<file path="src/rtl/core_pkg.sv">
`default_nettype none
// +----------------------------------------------------------------------+
// | core_pkg                                                             |
// | Shared encodings and types for the five-stage core.                  |
// | Revision: 1.0                                                        |
// +----------------------------------------------------------------------+
package core_pkg;

    localparam logic [31:0] NOP        = 32'h0000_0013;
    localparam logic [6:0]  OPC_BRANCH = 7'b1100011;
    localparam logic [2:0]  F3_BEQ     = 3'b000;

    typedef logic [1:0] bht_ctr_t;

    localparam bht_ctr_t SNT = 2'b00;
    localparam bht_ctr_t WNT = 2'b01;
    localparam bht_ctr_t WT  = 2'b10;
    localparam bht_ctr_t ST  = 2'b11;

endpackage
`default_nettype wire

</file>
<file path="src/rtl/bht_predictor.sv">
`default_nettype none
// +----------------------------------------------------------------------+
// | bht_predictor                                                        |
// | Table of 2-bit saturating counters: one lookup and one update port.  |
// | Revision: 1.0                                                        |
// +----------------------------------------------------------------------+
module bht_predictor
    import core_pkg::*;
#(
    parameter int BHT_ENTRIES = 16
) (
    input  logic                           clk,
    input  logic                           rst_n,
    input  logic [$clog2(BHT_ENTRIES)-1:0] i_lookup_idx,
    output logic                           o_predict_taken,
    input  logic                           i_upd_valid,
    input  logic [$clog2(BHT_ENTRIES)-1:0] i_upd_idx,
    input  logic                           i_upd_taken
);

    bht_ctr_t r_ctr [BHT_ENTRIES];
    bht_ctr_t w_ctr_cur;
    bht_ctr_t w_ctr_next;

    assign w_ctr_cur = r_ctr[i_upd_idx];

    always_comb begin
        w_ctr_next = w_ctr_cur;
        if (i_upd_taken) begin
            if (w_ctr_cur != ST) w_ctr_next = w_ctr_cur + 2'b01;
        end else begin
            if (w_ctr_cur != SNT) w_ctr_next = w_ctr_cur - 2'b01;
        end
    end

    // Lookup reads the registered table, so a same-cycle update is seen next cycle.
    assign o_predict_taken = r_ctr[i_lookup_idx][1];

    always_ff @(posedge clk or negedge rst_n) begin
        if (!rst_n) begin
            for (int i = 0; i < BHT_ENTRIES; i++) r_ctr[i] <= WNT;
        end else if (i_upd_valid) begin
            r_ctr[i_upd_idx] <= w_ctr_next;
        end
    end

endmodule
`default_nettype wire

</file>
<file path="src/rtl/fetch_stage.sv">
`default_nettype none
// +----------------------------------------------------------------------+
// | fetch_stage                                                          |
// | PC register, BEQ direction prediction and IF/ID pipeline register.   |
// | Revision: 1.0                                                        |
// +----------------------------------------------------------------------+
module fetch_stage
    import core_pkg::*;
#(
    parameter int              XLEN        = 32,
    parameter int              BHT_ENTRIES = 16,
    parameter logic [XLEN-1:0] RESET_PC    = '0
) (
    input  logic            clk,
    input  logic            rst_n,
    input  logic            i_stall,
    input  logic            i_pcwrite,
    input  logic [XLEN-1:0] i_redirect_pc,
    input  logic            i_beq_resolve,
    input  logic [XLEN-1:0] i_beq_resolve_pc,
    input  logic            i_beq_taken,
    output logic [XLEN-1:0] o_imem_addr,
    input  logic [31:0]     i_imem_data,
    output logic [XLEN-1:0] o_pc_if_id,
    output logic [31:0]     o_instr_if_id,
    output logic            o_pred_taken_if_id,
    output logic            o_valid_if_id,
    output logic [4:0]      o_ars1_if_id,
    output logic [4:0]      o_ars2_if_id
);

    localparam int IDX_W = $clog2(BHT_ENTRIES);

    logic [XLEN-1:0] r_pc;
    logic [XLEN-1:0] w_next_pc;
    logic [XLEN-1:0] w_b_imm;
    logic            w_is_beq;
    logic            w_bht_taken;
    logic            w_pred_taken;
    logic            w_unused_resolve_bits;

    bht_predictor #(
        .BHT_ENTRIES (BHT_ENTRIES)
    ) u_bht (
        .clk             (clk),
        .rst_n           (rst_n),
        .i_lookup_idx    (r_pc[IDX_W+1:2]),
        .o_predict_taken (w_bht_taken),
        .i_upd_valid     (i_beq_resolve),
        .i_upd_idx       (i_beq_resolve_pc[IDX_W+1:2]),
        .i_upd_taken     (i_beq_taken)
    );

    assign w_unused_resolve_bits = ^{i_beq_resolve_pc[XLEN-1:IDX_W+2], i_beq_resolve_pc[1:0]};

    assign w_is_beq     = (i_imem_data[6:0] == OPC_BRANCH) && (i_imem_data[14:12] == F3_BEQ);
    assign w_pred_taken = w_is_beq && w_bht_taken;

    // B-type immediate {imm[12], imm[11], imm[10:5], imm[4:1], 0}, sign-extended.
    assign w_b_imm = {{(XLEN-13){i_imem_data[31]}}, i_imem_data[31], i_imem_data[7],
                      i_imem_data[30:25], i_imem_data[11:8], 1'b0};

    assign w_next_pc   = w_pred_taken ? (r_pc + w_b_imm) : (r_pc + XLEN'(4));
    assign o_imem_addr = r_pc;

    always_ff @(posedge clk or negedge rst_n) begin
        if (!rst_n) begin
            r_pc               <= RESET_PC;
            o_pc_if_id         <= '0;
            o_instr_if_id      <= NOP;
            o_pred_taken_if_id <= 1'b0;
            o_valid_if_id      <= 1'b0;
        end else if (i_pcwrite) begin
            r_pc               <= i_redirect_pc;
            o_pc_if_id         <= '0;
            o_instr_if_id      <= NOP;
            o_pred_taken_if_id <= 1'b0;
            o_valid_if_id      <= 1'b0;
        end else if (!i_stall) begin
            r_pc               <= w_next_pc;
            o_pc_if_id         <= r_pc;
            o_instr_if_id      <= i_imem_data;
            o_pred_taken_if_id <= w_pred_taken;
            o_valid_if_id      <= 1'b1;
        end
    end

    assign o_ars1_if_id = o_instr_if_id[19:15];
    assign o_ars2_if_id = o_instr_if_id[24:20];

endmodule
`default_nettype wire

</file>
<file path="config.mk">
export PLATFORM = sky130hd
export DESIGN_NAME = fetch_stage
export DESIGN_NICKNAME = d
export VERILOG_FILES = /design/src/rtl/core_pkg.sv /design/src/rtl/bht_predictor.sv /design/src/rtl/fetch_stage.sv
export SDC_FILE = /design/constraint.sdc
export NUM_CORES = 1
export LEC_CHECK = 0
export CORE_MARGIN = 2
export CORE_UTILIZATION = 40
export DETAILED_ROUTE_END_ITERATION = 8
export HOLD_SLACK_MARGIN = 0.12
export PLACE_DENSITY = 0.65
export SYNTH_ARGS = -nofsm -noshare
export SYNTH_HDL_FRONTEND = slang
export SYNTH_SLANG_ARGS = --single-unit
</file>
<file path="constraint.sdc">
create_clock -name clk -period 4.4 [get_ports clk]
set_input_delay 0.88 -clock clk [delete_from_list [all_inputs] [get_ports clk]]
set_output_delay 0.88 -clock clk [all_outputs]
set_load 0.01 [all_outputs]
</file>
==> results of run 1 <==
-- cell type report --
class / instances / share of cell area [%]
flip-flops and latches: 130 / 30.3
clock inverters: 12 / 0.810
diodes: 1 / 0.0231
clock buffers: 20 / 4.04
multi-input cells: 674 / 43.5
inverters: 21 / 0.729
well taps: 270 / 3.12
repair buffers: 191 / 17.4
-- Yosys cell counts, types with 8 or more instances --
cell / n
a21o_1: 9
a211oi_1: 9
clkbuf_1: 29
mux4_2: 13
nand3_1: 22
and3_1: 12
a21oi_1: 75
nand2_1: 66
nor3_1: 10
dfrtp_1: 111
nor2b_1: 9
a31oi_1: 9
dfstp_2: 19
nand4_1: 9
xor2_1: 12
o21ai_0: 34
nor2_1: 125
ha_1: 31
inv_1: 21
xnor2_1: 14
nand2b_1: 13
buf_4: 11
mux2_2: 34
buf_1: 8
mux2i_1: 68
o22ai_1: 11
buf_2: 10
-- metrics by stage --
step	hold WS (ns)	utilization (%)	area, sq um
after CTS	0.527	53.1	10800
final	0.517	53.1	10800
after floorplan	0.489	-	8370
after global placement	0.502	50.5	10300
after global routing	0.545	53.1	10800
after detailed placement	0.512	50.5	10300
-- worst min-delay path by stage --
stage | to | cells after the start
CTS | o_pc_if_id[28] | 2
global route | o_pc_if_id[19] | 2
detailed placement | o_pc_if_id[28] | 2
global placement | o_pred_taken_if_id | 2
finish | o_pc_if_id[28] | 2
floorplan | u_bht.r_ctr[9] | 1
-- registers in the layout, indices dropped and copies added, names as in the netlist --
signal              cells
o_imem_addr            32
o_instr_if_id          32
o_pc_if_id             32
u_bht.r_ctr            32
o_pred_taken_if_id      1
o_valid_if_id           1
-- metal layers --
metal,vias up,GRT usage [%]
li1,3503,-
met1,3455,27.3
met2,212,36.3
met3,31,4.29
met4,0,6.90
met5,-,0
-- critical path, cell delays in order --
cell	delay, ns
clkdlybuf4s50_1	0.77
ha_1	0.40
nand2_1	0.14
nor2_1	0.09
o2111a_1	0.15
or3_1	0.48
a31oi_1	0.37
a22oi_1	0.14
mux2i_1	0.16
or4b_1	0.47
nand3_1	0.08
-- power breakdown --
part | leakage (nW) | internal [W] | switching (W) | total (W)
combinational | 2.74 | 0.000567 | 0.000516 | 0.00108
clock | 0.242 | 0.000719 | 0.000575 | 0.00129
sequential | 1.63 | 0.00141 | 0.000153 | 0.00156
total | 4.61 | 0.00270 | 0.00124 | 0.00394
-- logic make-up after synthesis --
kind of cell | after synthesis | synth area share (%)
adder cells (fa/ha/maj) | 34 | 5.14
multiplexers | 117 | 16.7
AO/OA/AOI/OAI | 195 | 14.6
flip-flops | 130 | 39.2
buffers and inverters | 82 | 4.59
AND/OR/NAND/NOR | 302 | 17.0
XOR/XNOR | 26 | 2.72
==> flow_summary_export.csv, run 1 <==
group,metric,value,unit
synth,synthCells,886,
global_routing,grt_max_degree,96,
clock_network,clkTransAtPathRegs,0.06,ns
clock_network,cts_tree,"built",
clock_network,root_buffer,"clkbuf_16",
critical_path,worstPathMaxFanout,10,
placement,io_buffer_count,181,
placement,globalplace.congestion,0.871,
drt,routed_wirelength,23300,um
global_routing,antenna_found_initial,1,
timing,maxSlewViolCount,0,
critical_path,rr_worst_depth,11,
synth,synth_cell_types,72,
synth,synth_top_area_cell,"dfrtp_1",
synth,synthFlopType,"dfrtp_1",
synth,syn_area,0.00837,sq mm
timing,setup_tns,0,ns
layout,final-seq-area,0.00328,sq mm
drt,avgRoutedWirePerCell,17.7,um
floorplanning,top_level_ports,210,
drt,drc,0,
flow_run,cap_violations,0,
timing,fin_ws,0.619,ns
timing,clock_skew,0.0107,ns
drt,top_layer_used,"met4",
floorplanning,die_x,149,um
timing,relSlewSlack,40.1,%
timing,fin_crit,3.78,ns
layout,final_cell_mix,"clkdlybuf4s50_1 (178), nor2_1 (125), dfrtp_1 (111), a21oi_1 (75), mux2i_1 (68)",
layout,num-fill-cells,1931,
pwr,p_leak,4.61,nW
clock_network,cts_buffers,17,
synth,ys_seq_area_share,39.2,%
clock_network,post_cts_buffers,0,
global_routing,grt_overflow,0,
global_routing,grtUsageTotal,21.3,%
critical_path,cp.arrival,4.14,ns
clock_network,ctsHoldBuffers,0,
critical_path,start_kind,"input pin",
floorplanning,core-area,0.0204,sq mm
pwr,power-per-cell-area,364,mW/mm^2
timing,max_freq,265,MHz
floorplanning,start_util,41.1,%
layout,multi_input_area,0.00471,sq mm
synth,synth_edf_count,0,
layout,area_delta_synth_final,29.2,%
layout,layout_commonest_cell,"clkdlybuf4s50_1",
synth,synth_fp_nets,1020,
clock_network,cts.sinks,130,
pwr,ir_drop,0.000280,V
drt,route.met2.wl,11600,um
layout,fin_cells,1319,
synth,ys_ff_latch,130,
global_routing,grt_pass1_wl,37400,um
global_routing,grt_pass1_vias,7175,
drt,vias,7201,
synth,synth_top_area_share,33.2,%
drt,met3_length,1040,um
clock_network,cts_max_level,4,
clock_network,clockBufferDepth,2,
critical_path,r2r-start,"o_imem_addr[2]",
synth,yosysWarnings,0,
timing,hold_viol_final,0,
placement,place_inst,1286,
timing,setup_viol,0,
timing,tightest_slew,0.898,ns
layout,fin_nets,1169,
drt,firstDrtPassIters,5,
critical_path,cp-end-kind,"flip-flop",
pwr,power,0.00394,W
worst_hold_path,hold_class,"reg -> reg",
critical_path,cp_data_required_time,4.76,ns
floorplanning,die-area,0.0221,sq mm
critical_path,cp-endpoint,"o_imem_addr[31]",
layout,drive_above_1_share,11.5,%
drt,ant_nets,0,
placement,dpl.hpwl,16500,um
placement,post-place-ws,0.261,ns
drt,drtIter0Drc,447,
timing,rsz0062_at_grt,"no",
critical_path,r2r-end,"o_imem_addr[31]",
floorplanning,num_rows,52,
synth,avgSynthCellArea,9.44,sq um
drt,routedLengthMet1,10300,um
worst_hold_path,hold_start,"o_pc_if_id[28]",
drt,viasPerCell,5.46,
clock_network,insertion_delay,0.44,ns
critical_path,r2r_slack,1.02,ns
synth,async_flop_share,100,%
synth,synth.area.top_cells,"dfrtp_1 (33%), mux2i_1 (8.1%), dfstp_2 (6.0%)",
critical_path,startpoint,"i_imem_data[31]",
floorplanning,die_y,149,um
clock_network,post_cts_resized,0,
timing,fin_crit_sh,85.9,%
run_status,status,"finished, final reports clean",
critical_path,crit_type,"in -> reg",
Note: power is estimated with default switching activity, not from simulation.
==> inputs of run 2 (changes only) <==
CORE_ASPECT_RATIO = 1.4   (was not set)
==> run 2 against run 1 <==
Net effect: maximum frequency is 0.70% higher; sequential power hardly changed; critical endpoint is now o_imem_addr[30]; core utilization is 0.18 points lower; power is 3.3% higher; clock skew hardly changed.
==> flow_summary_export.csv, run 2 (same netlist as run 1, synthesis figures left out) <==
group,metric,value,unit
placement,globalplace.congestion,0.895,
global_routing,grtUsageTotal,22.0,%
critical_path,cp-end-kind,"flip-flop",
drt,vias,7220,
clock_network,cts_buffers,17,
pwr,power-per-cell-area,374,mW/mm^2
timing,hold_viol_final,0,
critical_path,critical_path.most_common_cell,"and3_1",
global_routing,grt_pass1_wl,38600,um
pwr,ir_drop,0.000249,V
placement,io_buffer_count,181,
timing,relSlewSlack,34.3,%
clock_network,cts_tree,"built",
timing,setup_viol,0,
pwr,p_leak,4.67,nW
drt,firstDrtPassIters,5,
timing,max_freq,266,MHz
drt,viasPerCell,5.52,
timing,clock_skew,0.0111,ns
drt,drc,0,
layout,area_delta_synth_final,30.0,%
global_routing,grt_max_degree,108,
critical_path,rr_worst_depth,10,
critical_path,crit_type,"in -> reg",
timing,setup_tns,0,ns
global_routing,antenna_found_initial,0,
run_status,status,"finished, final reports clean",
timing,rsz0062_at_grt,"no",
clock_network,cts.sinks,130,
timing,maxSlewViolCount,0,
layout,postLayoutCellArea,0.0109,sq mm
global_routing,grt_pass1_vias,7254,
critical_path,cp_data_required_time,4.74,ns
critical_path,cp-endpoint,"o_imem_addr[30]",
drt,avgRoutedWirePerCell,18.3,um
floorplanning,die_y,175,um
layout,layout_commonest_cell,"clkdlybuf4s50_1",
critical_path,slowest_delay,0.78,ns
floorplanning,top_level_ports,210,
clock_network,post_cts_buffers,0,
layout,num_antenna_cells,0,
critical_path,worstPathBufferInverterCount,1,
floorplanning,core-area,0.0206,sq mm
critical_path,cp.depth,10,
floorplanning,die-area,0.0221,sq mm
clock_network,cts_max_level,4,
drt,ant_nets,0,
clock_network,insertion_delay,0.43,ns
clock_network,clkTransAtPathRegs,0.06,ns
floorplanning,die_x,126,um
clock_network,root_buffer,"clkbuf_16",
critical_path,r2r-end,"o_imem_addr[31]",
critical_path,cp_cell_sequence,"clkdlybuf4s50_1 -> ha_1 -> and3_1 -> and3_1 -> and3_1 -> a311o_1 -> a2111oi_2 -> o311ai_0 -> o41ai_1 -> a2bb2oi_1",
critical_path,r2r_slack,1.16,ns
timing,fin_crit,3.75,ns
placement,dpl.hpwl,17300,um
critical_path,startpoint,"i_imem_data[31]",
clock_network,post_cts_resized,0,
timing,tightest_slew,0.976,ns
critical_path,r2r-start,"o_imem_addr[4]",
layout,final_cell_mix,"clkdlybuf4s50_1 (178), nor2_1 (125), dfrtp_1 (111), a21oi_1 (75), mux2i_1 (68)",
layout,num-fill-cells,1879,
clock_network,clockBufferDepth,2,
critical_path,start_kind,"input pin",
critical_path,cp_top_family,"compound AO/OA/AOI/OAI gates",
drt,routed_wirelength,23900,um
floorplanning,num_rows,62,
floorplanning,start_util,40.7,%
flow_run,cap_violations,0,
worst_hold_path,hold_class,"reg -> reg",
critical_path,crit_slowest_cell,"clkdlybuf4s50_1",
layout,fin_nets,1173,
layout,drive_above_1_share,12.1,%
worst_hold_path,hold_start,"o_pc_if_id[26]",
timing,fin_crit_sh,85.3,%
global_routing,grt_overflow,0,
placement,placed_cell_area,0.0103,sq mm
critical_path,worstPathMaxFanout,10,
clock_network,ctsHoldBuffers,0,
critical_path,cp.arrival,4.09,ns
drt,drtIter0Drc,418,
-- run 2: cell count changes in the layout (fill, tap and decap cells not counted), sizes merged --
cell      before  now
inv           22   26
bufinv         0    2
clkbuf        20   18
clkinvlp       5    3
diode          1    0
clkinv         6    4
buf           13   17
-- run 2: how the worst min path moves through the flow --
stage	endpoint	slack [ns]	cells after the start
2_1_floorplan	u_bht.r_ctr[9]	0.49	1
3_5_place_dp	o_pred_taken_if_id	0.51	2
3_3_place_gp	o_pc_if_id[2]	0.50	2
4_1_cts	o_pred_taken_if_id	0.52	2
6_report	o_pc_if_id[26]	0.52	2
5_1_grt	u_bht.r_ctr[31]	0.55	1
-- run 2: metrics by stage --
stage	hold slack [ns]	util (%)	setup slack [ns]	total power (W)	instances
2_1_floorplan	0.489	-	1.17	0.00225	886
3_3_place_gp	0.503	50.1	0.285	0.00266	1276
3_5_place_dp	0.508	50.1	0.258	0.00268	1276
4_1_cts	0.522	52.9	0.666	0.00412	1308
5_1_grt	0.547	52.9	0.412	0.00429	1308
6_report	0.519	52.9	0.646	0.00407	1308
-- run 2: power breakdown --
part | total [W] | internal (W) | switching (W)
Sequential | 0.00157 | 0.00141 | 0.000157
Combinational | 0.00109 | 0.000571 | 0.000518
Clock | 0.00141 | 0.000842 | 0.000573
Total | 0.00407 | 0.00282 | 0.00125
-- run 2: layout make-up --
class                           count  area (sq um)  share of cell area [%]
Multi-Input combinational cell    674          4710                    43.3
Inverter                           21          78.8                   0.725
Sequential cell                   130          3280                    30.1
Tap cell                          256           320                    2.94
Timing Repair Buffer              195          1910                    17.6
Clock buffer                       18           429                    3.95
Clock inverter                     14           154                    1.41
-- run 2: tightest hold or removal path: cells and delay by family, from the launching register on --
| family | cells | cell delay [ns] |
|---|---|---|
| muxes | 1 | 0.07 |
| DFF | 1 | 0.34 |
| and+or+nand+nor | 1 | 0.07 |
-- run 2: metal layers --
metal	global-route usage [%]	routed length [um]	vias up
met5	0	0	-
met4	6.41	410	0
met3	4.26	929	29
met2	40.4	12900	193
met1	25.8	9640	3483
li1	-	-	3515
